## src/rtl/compare_fmt_tx.sv

```systemverilog
// Formats one comparator record (A, B, sign) as an ASCII text line "AA s BB\n" on a byte stream.
// Define COMPARE_FMT_CRLF_EN to end each line with CR LF instead of LF alone.
module compare_fmt_tx #(
  parameter bit HEX_UPPER = 1'b1
) (
  input  logic       clk,
  input  logic       rst_n,
  input  logic       in_valid,
  output logic       in_ready,
  input  logic [7:0] a,
  input  logic [7:0] b,
  input  logic [7:0] sign,
  output logic       out_valid,
  input  logic       out_ready,
  output logic [7:0] out_data,
  output logic       busy
);

`ifdef COMPARE_FMT_CRLF_EN
  localparam logic [3:0] LAST_IDX = 4'd8;
`else
  localparam logic [3:0] LAST_IDX = 4'd7;
`endif

  typedef enum logic {
    IDLE = 1'b0,
    SEND = 1'b1
  } state_t;

  state_t     state_q;
  logic [7:0] a_q;
  logic [7:0] b_q;
  logic [7:0] sign_q;
  logic [3:0] idx_q;
  logic       in_ready_q;
  logic       out_valid_q;
  logic       busy_q;
  logic [7:0] out_data_q;

  logic [3:0] idx_d;
  logic [7:0] out_data_d;

  function automatic logic [7:0] hex_char(input logic [3:0] nib);
    if (nib < 4'd10) begin
      hex_char = 8'h30 + {4'h0, nib};
    end else if (HEX_UPPER) begin
      hex_char = 8'h37 + {4'h0, nib};
    end else begin
      hex_char = 8'h57 + {4'h0, nib};
    end
  endfunction

  // Anything other than '=', '<' or '>' is reported as '?'.
  function automatic logic [7:0] sign_char(input logic [7:0] s);
    case (s)
      8'h3D, 8'h3C, 8'h3E: sign_char = s;
      default:             sign_char = 8'h3F;
    endcase
  endfunction

  function automatic logic [7:0] line_byte(input logic [3:0] i, input logic [7:0] va,
                                           input logic [7:0] vb, input logic [7:0] vs);
    case (i)
      4'd0:    line_byte = hex_char(va[7:4]);
      4'd1:    line_byte = hex_char(va[3:0]);
      4'd2:    line_byte = 8'h20;
      4'd3:    line_byte = sign_char(vs);
      4'd4:    line_byte = 8'h20;
      4'd5:    line_byte = hex_char(vb[7:4]);
      4'd6:    line_byte = hex_char(vb[3:0]);
`ifdef COMPARE_FMT_CRLF_EN
      4'd7:    line_byte = 8'h0D;
      4'd8:    line_byte = 8'h0A;
`else
      4'd7:    line_byte = 8'h0A;
`endif
      default: line_byte = 8'h00;
    endcase
  endfunction

  // Next index and the byte it selects, so out_data can be loaded as a register.
  always_comb begin
    idx_d      = idx_q + 4'd1;
    out_data_d = line_byte(idx_d, a_q, b_q, sign_q);
  end

  // Capture/serialise state machine with all outputs registered.
  always_ff @(posedge clk or negedge rst_n) begin
    if (!rst_n) begin
      state_q     <= IDLE;
      a_q         <= 8'h00;
      b_q         <= 8'h00;
      sign_q      <= 8'h00;
      idx_q       <= 4'd0;
      in_ready_q  <= 1'b1;
      out_valid_q <= 1'b0;
      busy_q      <= 1'b0;
      out_data_q  <= 8'h00;
    end else begin
      case (state_q)
        IDLE: begin
          if (in_valid) begin
            state_q     <= SEND;
            a_q         <= a;
            b_q         <= b;
            sign_q      <= sign;
            idx_q       <= 4'd0;
            in_ready_q  <= 1'b0;
            out_valid_q <= 1'b1;
            busy_q      <= 1'b1;
            out_data_q  <= hex_char(a[7:4]);
          end else begin
            state_q     <= IDLE;
            in_ready_q  <= 1'b1;
            out_valid_q <= 1'b0;
            busy_q      <= 1'b0;
            out_data_q  <= 8'h00;
          end
        end
        SEND: begin
          if (out_ready) begin
            if (idx_q == LAST_IDX) begin
              state_q     <= IDLE;
              idx_q       <= 4'd0;
              in_ready_q  <= 1'b1;
              out_valid_q <= 1'b0;
              busy_q      <= 1'b0;
              out_data_q  <= 8'h00;
            end else begin
              idx_q      <= idx_d;
              out_data_q <= out_data_d;
            end
          end else begin
            idx_q      <= idx_q;
            out_data_q <= out_data_q;
          end
        end
        default: begin
          state_q     <= IDLE;
          idx_q       <= 4'd0;
          in_ready_q  <= 1'b1;
          out_valid_q <= 1'b0;
          busy_q      <= 1'b0;
          out_data_q  <= 8'h00;
        end
      endcase
    end
  end

  assign in_ready  = in_ready_q;
  assign out_valid = out_valid_q;
  assign busy      = busy_q;
  assign out_data  = out_data_q;

endmodule

```

## config.mk

```make
export PLATFORM = sky130hd
export DESIGN_NAME = compare_fmt_tx
export DESIGN_NICKNAME = d
export VERILOG_FILES = /design/src/rtl/compare_fmt_tx.sv
export SDC_FILE = /design/constraint.sdc
export NUM_CORES = 1
export LEC_CHECK = 0
export BUFFER_PORTS_ARGS = -buffer_cell sky130_fd_sc_hd__buf_4
export CAP_MARGIN = 30
export CORE_ASPECT_RATIO = 0.75
export CORE_MARGIN = 2
export CORE_UTILIZATION = 40
export CTS_BUF_LIST = sky130_fd_sc_hd__clkbuf_16
export CTS_CLUSTER_DIAMETER = 50
export DETAILED_ROUTE_END_ITERATION = 12
export GPL_ROUTABILITY_DRIVEN = 0
export PLACE_DENSITY = 0.7
export REMOVE_ABC_BUFFERS = 1
export SYNTH_ARGS = -nofsm -noshare
export SYNTH_HDL_FRONTEND = slang
export SYNTH_SLANG_ARGS = --single-unit
```

## constraint.sdc

```tcl
create_clock -name clk -period 2.4 [get_ports clk]
set_input_delay 0.24 -clock clk [delete_from_list [all_inputs] [get_ports clk]]
set_output_delay 0.24 -clock clk [all_outputs]
set_load 0.01 [all_outputs]
```

After elaboration in Yosys (flattened, before gate mapping)
Index checks and enable logic that the tools add are counted.
- bits of input ports: 28
- output and inout port bits: 11
- register bits: 39
- eq/ne operators: 14
- add/subtract/negate cells: 11
- muxes and demuxes: 26
- order comparisons: 5
- reduce and logical (&&, ||, !) cells: 6
- bitwise gates (word level): 1
- operator list (kind ; count):
    6-bit by 4-bit adder with 7-bit output (first input constant) ; 10
    8-bit case mux with 7 select lines ; 1
    7-bit two-way mux ; 5
    8-bit two-way mux ; 4
    8-bit by 6-bit == test with 1-bit output (second input constant) ; 3
    4-bit by 3-bit == test with 1-bit output (second input constant) ; 5
    4-bit < comparator (second input constant) ; 5
    8-bit case mux with 2 select lines ; 1
    4-bit two-way mux ; 3
    4-bit by 2-bit == test with 1-bit output (second input constant) ; 2
    1-bit two-way mux ; 8
    4-bit case mux with 2 select lines ; 1
    1-bit case mux with 2 select lines ; 3
    2-bit AND reduction ; 3
    4-bit by 1-bit adder with 4-bit output (second input constant) ; 1
    4-bit by 1-bit == test with 1-bit output (second input constant) ; 1
    4-bit zero test ; 1
    2-bit inequality test (second input constant) ; 2
    3-bit OR reduction ; 1
    2-bit by 1-bit inequality test with 1-bit output (second input constant) ; 1
    2-bit OR reduction ; 1
    1-bit inverter ; 1

Depth between registers and ports, before layout
Gate-level depths: netlist of run 1.
- depth in word-level cells: 7
- mapped depth: 7

Least setup slack after synthesis of run 1
No wires, ideal clock.
- path kind: register to register
- start: register idx_q[1]
- end: register out_data_q[0], in the netlist out_data[0]
- library setup time: 0.119 ns
- data arrival time: 1.765 ns
- cell stages (with the launch flop): 8
- setup slack: 0.516 ns
- path through: dfrtp_1 > inv_1 > ha_1 > clkbuf_1 > nor4_2 > nor3_2 > o31a_1 > o21a_1
- word-level cells in the longest chain between the ends: 7
- elaborated cells on any way between the ends: 15
- those cells by class: add/sub: 1; eq/ne: 8; mux: 4; reduce/logical: 2
- ends and longest elaborated chain (item ; line ; text):
    start: declaration ; 34 ; logic [3:0] idx_q;
    start signal: assignment ; 130 ; idx_q <= idx_d;
    start signal: assignment ; 134 ; idx_q <= idx_q;
    4-bit by 1-bit adder with 4-bit output ; 83 ; idx_d = idx_q + 4'd1;
    4-bit by 3-bit == test with 1-bit output or 4-bit by 2-bit == test with 1-bit output (tied branches) ; 63 ; case (i)
    2-bit OR reduction (no line) ; n/a ;
    8-bit case mux with 7 select lines ; 63 ;
    8-bit two-way mux * ; 122 ; if (idx_q == LAST_IDX) begin
    8-bit two-way mux * ; 121 ; if (out_ready) begin
    8-bit case mux with 2 select lines * ; 100 ; case (state_q)
    end signal: assignment ; 111 ; out_data_q <= hex_char(a[7:4]);
    end signal: assignment ; 131 ; out_data_q <= out_data_d;
    end signal: assignment ; 135 ; out_data_q <= out_data_q;
    end: declaration ; 38 ; logic [7:0] out_data_q;
Every way passes the cells marked *; elsewhere a longest branch is shown, timed or not. The select of a mux whose other input is x is not followed.
A chain may end at the register's enable or synchronous reset.

Worst setup path in the final report of run 1
- start: register idx_q[0]
- end: register out_data_q[5], in the netlist out_data[5]
The elaborated chain is that of the path after synthesis.

==> impl_metrics.toml, run 1 <==
[status]
outcome = "completed"

[worst_setup_path]
rr_worst_depth = 6
r2r_start = "idx_q[0]"
crit_required_ns = 2.57
rrSetupSlack_ns = 0.28
arrival_ns = 2.29
start_kind = "flop"
cp-end-kind = "flop"
r2r-end = "out_data[5]"
critPathKind = "flop to flop"
cp_max_fo = 10

[synthesis]
syn_area_um2 = 2550
synthCells = 293
yosysTopAreaCell = "dfrtp_1"
async_flop_share = 1.00
synth_top_flop_cell = "dfrtp_1"
synth_common_cells = "nand2_1 (67), dfrtp_1 (38), o21ai_0 (22), a21oi_1 (15), inv_1 (15)"
netlist_top_cells_area = "dfrtp_1 (37%), nand2_1 (9.8%), ha_1 (4.9%)"
synth_edf_count = 0
yosysSeqAreaShare = 0.382
synth_top_area_frac = 0.372
ys.warnings.count = 0
synth.avg_cell_area_um2 = 8.72
synth-seq-cells = 39
ys_types = 57
synth_most_common_cell = "nand2_1"

[clocking]
cts_max_level = 2
cts_root_buf = "clkbuf_16"
insertion_delay_ns = 0.28
post_cts_buffers = 0
cts_resized = 0
path_clk_slew_ns = 0.06
clock_sinks = 39
cts_tree = "done"
cts_buffer_depth = 2
cts_buffers = 5

[timing]
post-route-min-period_ns = 2.12
worst_slack_ns = 0.279
grt_setup_unrepaired = "false"
period_share = 0.884
relSlewSlack = 0.549
finalHoldViolCount = 0
setup_tns_ns = 0
worst_slew_pin_slew_ns = 0.674
finClkSkew_ns = 0.00573
fmax_mhz = 472
slew_viol_final = 0
setup_viol = 0

[placed_design]
dp.final_hpwl_um = 4630
dp_slack_ns = 0.288
io_buffer_count = 38

[pwr]
vdd_ir_drop_max_mv = 0.599
p_per_area_nw_per_um2 = 1310
total_power_w = 0.00401
static-leakage-power_nw = 1.41

[worst_hold_path]
min_path_cells = 3
hold_end = "sign_q[4]"
hp-start = "sign[4]"
min_path_type = "primary input to flop"

[die]
start_util = 0.410
die-area_um2 = 7050
dieWidth_um = 96.3
core_um2 = 6220
pin_count = 39
num_rows = 25
die_h_um = 73.2

[routing]
drtPass1Iterations = 5
dr_total_vias = 2273
drtAntennaViolNets = 0
avgRoutedWirePerCell_um = 15.5
via_per_inst = 5.56
drt_iter0_markers = 160
wl_um = 6320
drc = 0

[layout]
diodes = 0
layout-drive-gt1-share = 0.189
nets = 365
num-fill-cells = 621
finish.utilization = 0.491
synthToLayoutAreaGrowth_pct = 19.7

[global_route]
grt_pass1_wl_um = 10400
grt_pass1_vias = 2079
grt_remaining_overflow = 0
antenna_found_initial = 0
grt_max_degree = 40
grt_usage = 0.191

[job]
max-cap-violations = 0
[metal layers]
metal,GRT usage,vias up,share of wire
met4,0.0444,0,0.0063
li1,-,1099,-
met5,0,-,0
met3,0.0424,4,0.069
met2,0.282,75,0.43
met1,0.286,1095,0.49
[layout make-up]
cell class / count / area (um^2) / share of cell area
multi-input cells: 223 / 1430 / 0.469
flip-flops and latches: 39 / 977 / 0.320
repair buffers: 43 / 325 / 0.106
clock buffers: 5 / 125 / 0.0409
well taps: 81 / 101 / 0.0331
inverters: 15 / 56.3 / 0.0184
clock inverters: 3 / 38.8 / 0.0127
[per-stage QoR]
step | hold WS, ns | cell area, um^2 | instances
after global placement | 0.242 | 2880 | 400
final | 0.140 | 3060 | 409
after CTS | 0.137 | 3060 | 409
after detailed placement | 0.244 | 2880 | 400
after global routing | 0.137 | 3060 | 409
after floorplan | -0.0556 | 2460 | 277
[sequential cells by signal, summed over array words and instances (netlist names)]
register	flops
a_q	8
idx_q	4
out_data	8
busy	1
state_q	1
in_ready	1
b_q	8
sign_q	8
[how the worst max path moves through the flow]
stage	start	endpoint	cells past startpoint
2_1_floorplan	state_q	out_data[5]	4
3_3_place_gp	idx_q[0]	out_data[0]	6
3_5_place_dp	idx_q[0]	out_data[5]	6
4_1_cts	idx_q[0]	out_data[5]	6
5_1_grt	idx_q[0]	out_data[5]	6
6_report	idx_q[0]	out_data[5]	6
[critical path: stages (launching register included)]
cell	delay, ns
dfrtp_1	0.58
ha_1	0.47
inv_1	0.19
a41oi_4	0.34
nand3_1	0.11
a31oi_1	0.24
nor3_2	0.07
[cells by family (layout without fill, tap and decap cells)]
kind of cell             count (synthesis)  after routing  synth area share
AO/OA/AOI/OAI                           89             89             0.244
flip-flops                              39             39             0.382
buffers and inverters                   31             66            0.0573
multiplexers                             1              1           0.00392
XOR/XNOR                                 7              7            0.0313
AND/OR/NAND/NOR                        116            116             0.232
adder cells (fa/ha/maj)                 10             10            0.0490
[where the power goes]
group	switching [W]	internal [W]
Combinational	0.00104	0.000856
Sequential	0.000398	0.000961
Clock	0.000266	0.000485
[layout by cell type (no fill, tap or decap), types with 4 or more instances in the layout]
cell,synthesis,layout
nand2_1,67,67
inv_1,15,15
buf_4,1,42
o21ai_0,22,22
xnor2_1,5,5
a21oi_1,15,15
nor3_1,5,5
dfrtp_1,38,38
a31oi_1,4,4
a22oi_1,4,4
a21boi_0,4,4
o21ai_1,6,6
and4b_1,4,4
ha_1,10,10
o211ai_1,5,5
nor2_1,12,12
nor2b_1,7,6
clkbuf_16,0,5
[timing repair]
action / CTS / global route
endpoints found under the hold margin: 38 / 0
setup endpoints to repair: 0 / 0
hold buffers: 1 / 0
No activity file was read; power rests on OpenSTA's default activity.
==> inputs of run 2 (changes only) <==
--- a/config.mk
+++ b/config.mk
@@ -9,12 +9,12 @@
 export CAP_MARGIN = 30
 export CORE_ASPECT_RATIO = 0.75
 export CORE_MARGIN = 2
-export CORE_UTILIZATION = 40
+export CORE_UTILIZATION = 57
 export CTS_BUF_LIST = sky130_fd_sc_hd__clkbuf_16
 export CTS_CLUSTER_DIAMETER = 50
 export DETAILED_ROUTE_END_ITERATION = 12
 export GPL_ROUTABILITY_DRIVEN = 0
-export PLACE_DENSITY = 0.7
+export PLACE_DENSITY = 0.9
 export REMOVE_ABC_BUFFERS = 1
 export SYNTH_ARGS = -nofsm -noshare
 export SYNTH_HDL_FRONTEND = slang
==> run 2 against run 1 <==
Net effect:
- non-clock buffer count is the same
- sequential cell count is the same
- clock power shrank 17%
- worst hold slack gained 0.0036 ns
- sequential power is essentially flat
- register-to-register slack lost 0.08 ns
- design area shrank 1.8%
- via count grew 0.88%
- critical path type unchanged
- highest routed layer unchanged
==> impl_metrics.toml, run 2 (synthesis gave the netlist of run 1 again) <==
[routing]
avgRoutedWirePerCell_um = 15.6
dr_total_vias = 2293
drtAntennaViolNets = 0
drt_iter0_markers = 293
wl_um = 6020
drtPass1Iterations = 5
via_per_inst = 5.96
drc = 0

[timing]
setup_tns_ns = 0
relSlewSlack = 0.646
grt_setup_unrepaired = "false"
fmax_mhz = 454
slew_viol_final = 0
post-route-min-period_ns = 2.20
setup_viol = 0
period_share = 0.918
finalHoldViolCount = 0
worst_slew_pin_slew_ns = 0.532
finClkSkew_ns = 0.00642

[layout]
diodes = 0
mostFrequentLayoutCell = "nand2_1"
nets = 365
synthToLayoutAreaGrowth_pct = 17.6
layout-drive-gt1-share = 0.186
mostFrequentLayoutCells = "nand2_1 (67), buf_4 (42), dfrtp_1 (38)"

[clocking]
clock_sinks = 39
cts_buffer_depth = 2
path_clk_slew_ns = 0.06
insertion_delay_ns = 0.28
cts_buffers = 5
post_cts_buffers = 0
cts_max_level = 2
cts_root_buf = "clkbuf_16"
cts_tree = "done"

[worst_setup_path]
start_kind = "flop"
slowest_delay_ns = 0.58
cp_max_fo = 10
arrival_ns = 2.36
slowest_stage = "dfrtp_1"
cp-end-kind = "flop"
path_cells = "ha_1 > inv_1 > a41oi_4 > nand3_1 > a31oi_1 > nor3_2"
crit_required_ns = 2.56
critPathKind = "flop to flop"

[die]
num_rows = 21
dieWidth_um = 81.3
start_util = 0.582
core_um2 = 4390
die_h_um = 62.0
pin_count = 39
die-area_um2 = 5040

[global_route]
grt_max_degree = 40
grt_pass1_wl_um = 9840
grt_pass1_vias = 2076
grt_remaining_overflow = 0
antenna_found_initial = 0
grt_usage = 0.262

[pwr]
static-leakage-power_nw = 1.39
total_power_w = 0.00391
vdd_ir_drop_max_mv = 0.720
p_per_area_nw_per_um2 = 1300

[job]
max-cap-violations = 0

[placed_design]
dp.final_hpwl_um = 4400
io_buffer_count = 38

[status]
outcome = "completed"

[worst_hold_path]
min_path_type = "primary input to flop"
## run 2: area by class of cell
cell class | count | area, um^2
well taps | 57 | 71.3
repair buffers | 43 | 325
clock inverters | 3 | 15.0
fillers | 367 | 1380
inverters | 15 | 56.3
flip-flops and latches | 39 | 977
clock buffers | 5 | 125
multi-input cells | 223 | 1430
## run 2: worst max-delay path, delay by kind of cell, from the launching register on
kind,cells,cell delay (ns)
compound gates,2,0.60
flops,1,0.58
fa+ha+maj,1,0.50
simple gates,2,0.21
buf+inv,1,0.19
## run 2: metal layers
metal / vias to the layer above / routed length, um / track usage
li1: 1100 / - / -
met1: 1069 / 2780 / 0.367
met2: 101 / 2710 / 0.410
met3: 23 / 415 / 0.0607
met4: 0 / 125 / 0.0823
met5: - / 0 / 0
## run 2: path summary, 6_finish.rpt
kind / end / depth (start not counted) / slack, ns / from
worst max-delay path: out_data[5] / 6 / 0.20 / idx_q[0]
worst min-delay path: b_q[7] / 3 / 0.14 / b[7]
worst max register to register: out_data[5] / 6 / 0.20 / idx_q[0]
worst min register to register: sign_q[1] / 2 / 0.48 / sign_q[1]
max in group asynchronous: in_ready / 2 / 1.57 / rst_n
min in group asynchronous: b_q[1] / 2 / 0.46 / rst_n
## run 2: repair_timing
item,4_1_cts,5_1_grt
endpoints found under the hold margin,38,0
hold buffers,1,0
gates resized for setup,0,0
## run 2: where the power goes
part | total (W) | switching (W) | internal (W)
Combinational | 0.00191 | 0.00105 | 0.000861
Sequential | 0.00137 | 0.000406 | 0.000961
Clock | 0.000627 | 0.000250 | 0.000377
## run 2: stage by stage
step | instances | area [um^2] | hold WS, ns | worst slack [ns] | utilization
floorplan | 277 | 2460 | -0.0556 | 0.151 | -
global placement | 376 | 2850 | 0.237 | 0.405 | 0.650
detailed placement | 376 | 2850 | 0.240 | 0.290 | 0.650
CTS | 385 | 3000 | 0.143 | 0.236 | 0.685
finish | 385 | 3000 | 0.143 | 0.197 | 0.685
global route | 385 | 3000 | 0.160 | 0.0673 | 0.685
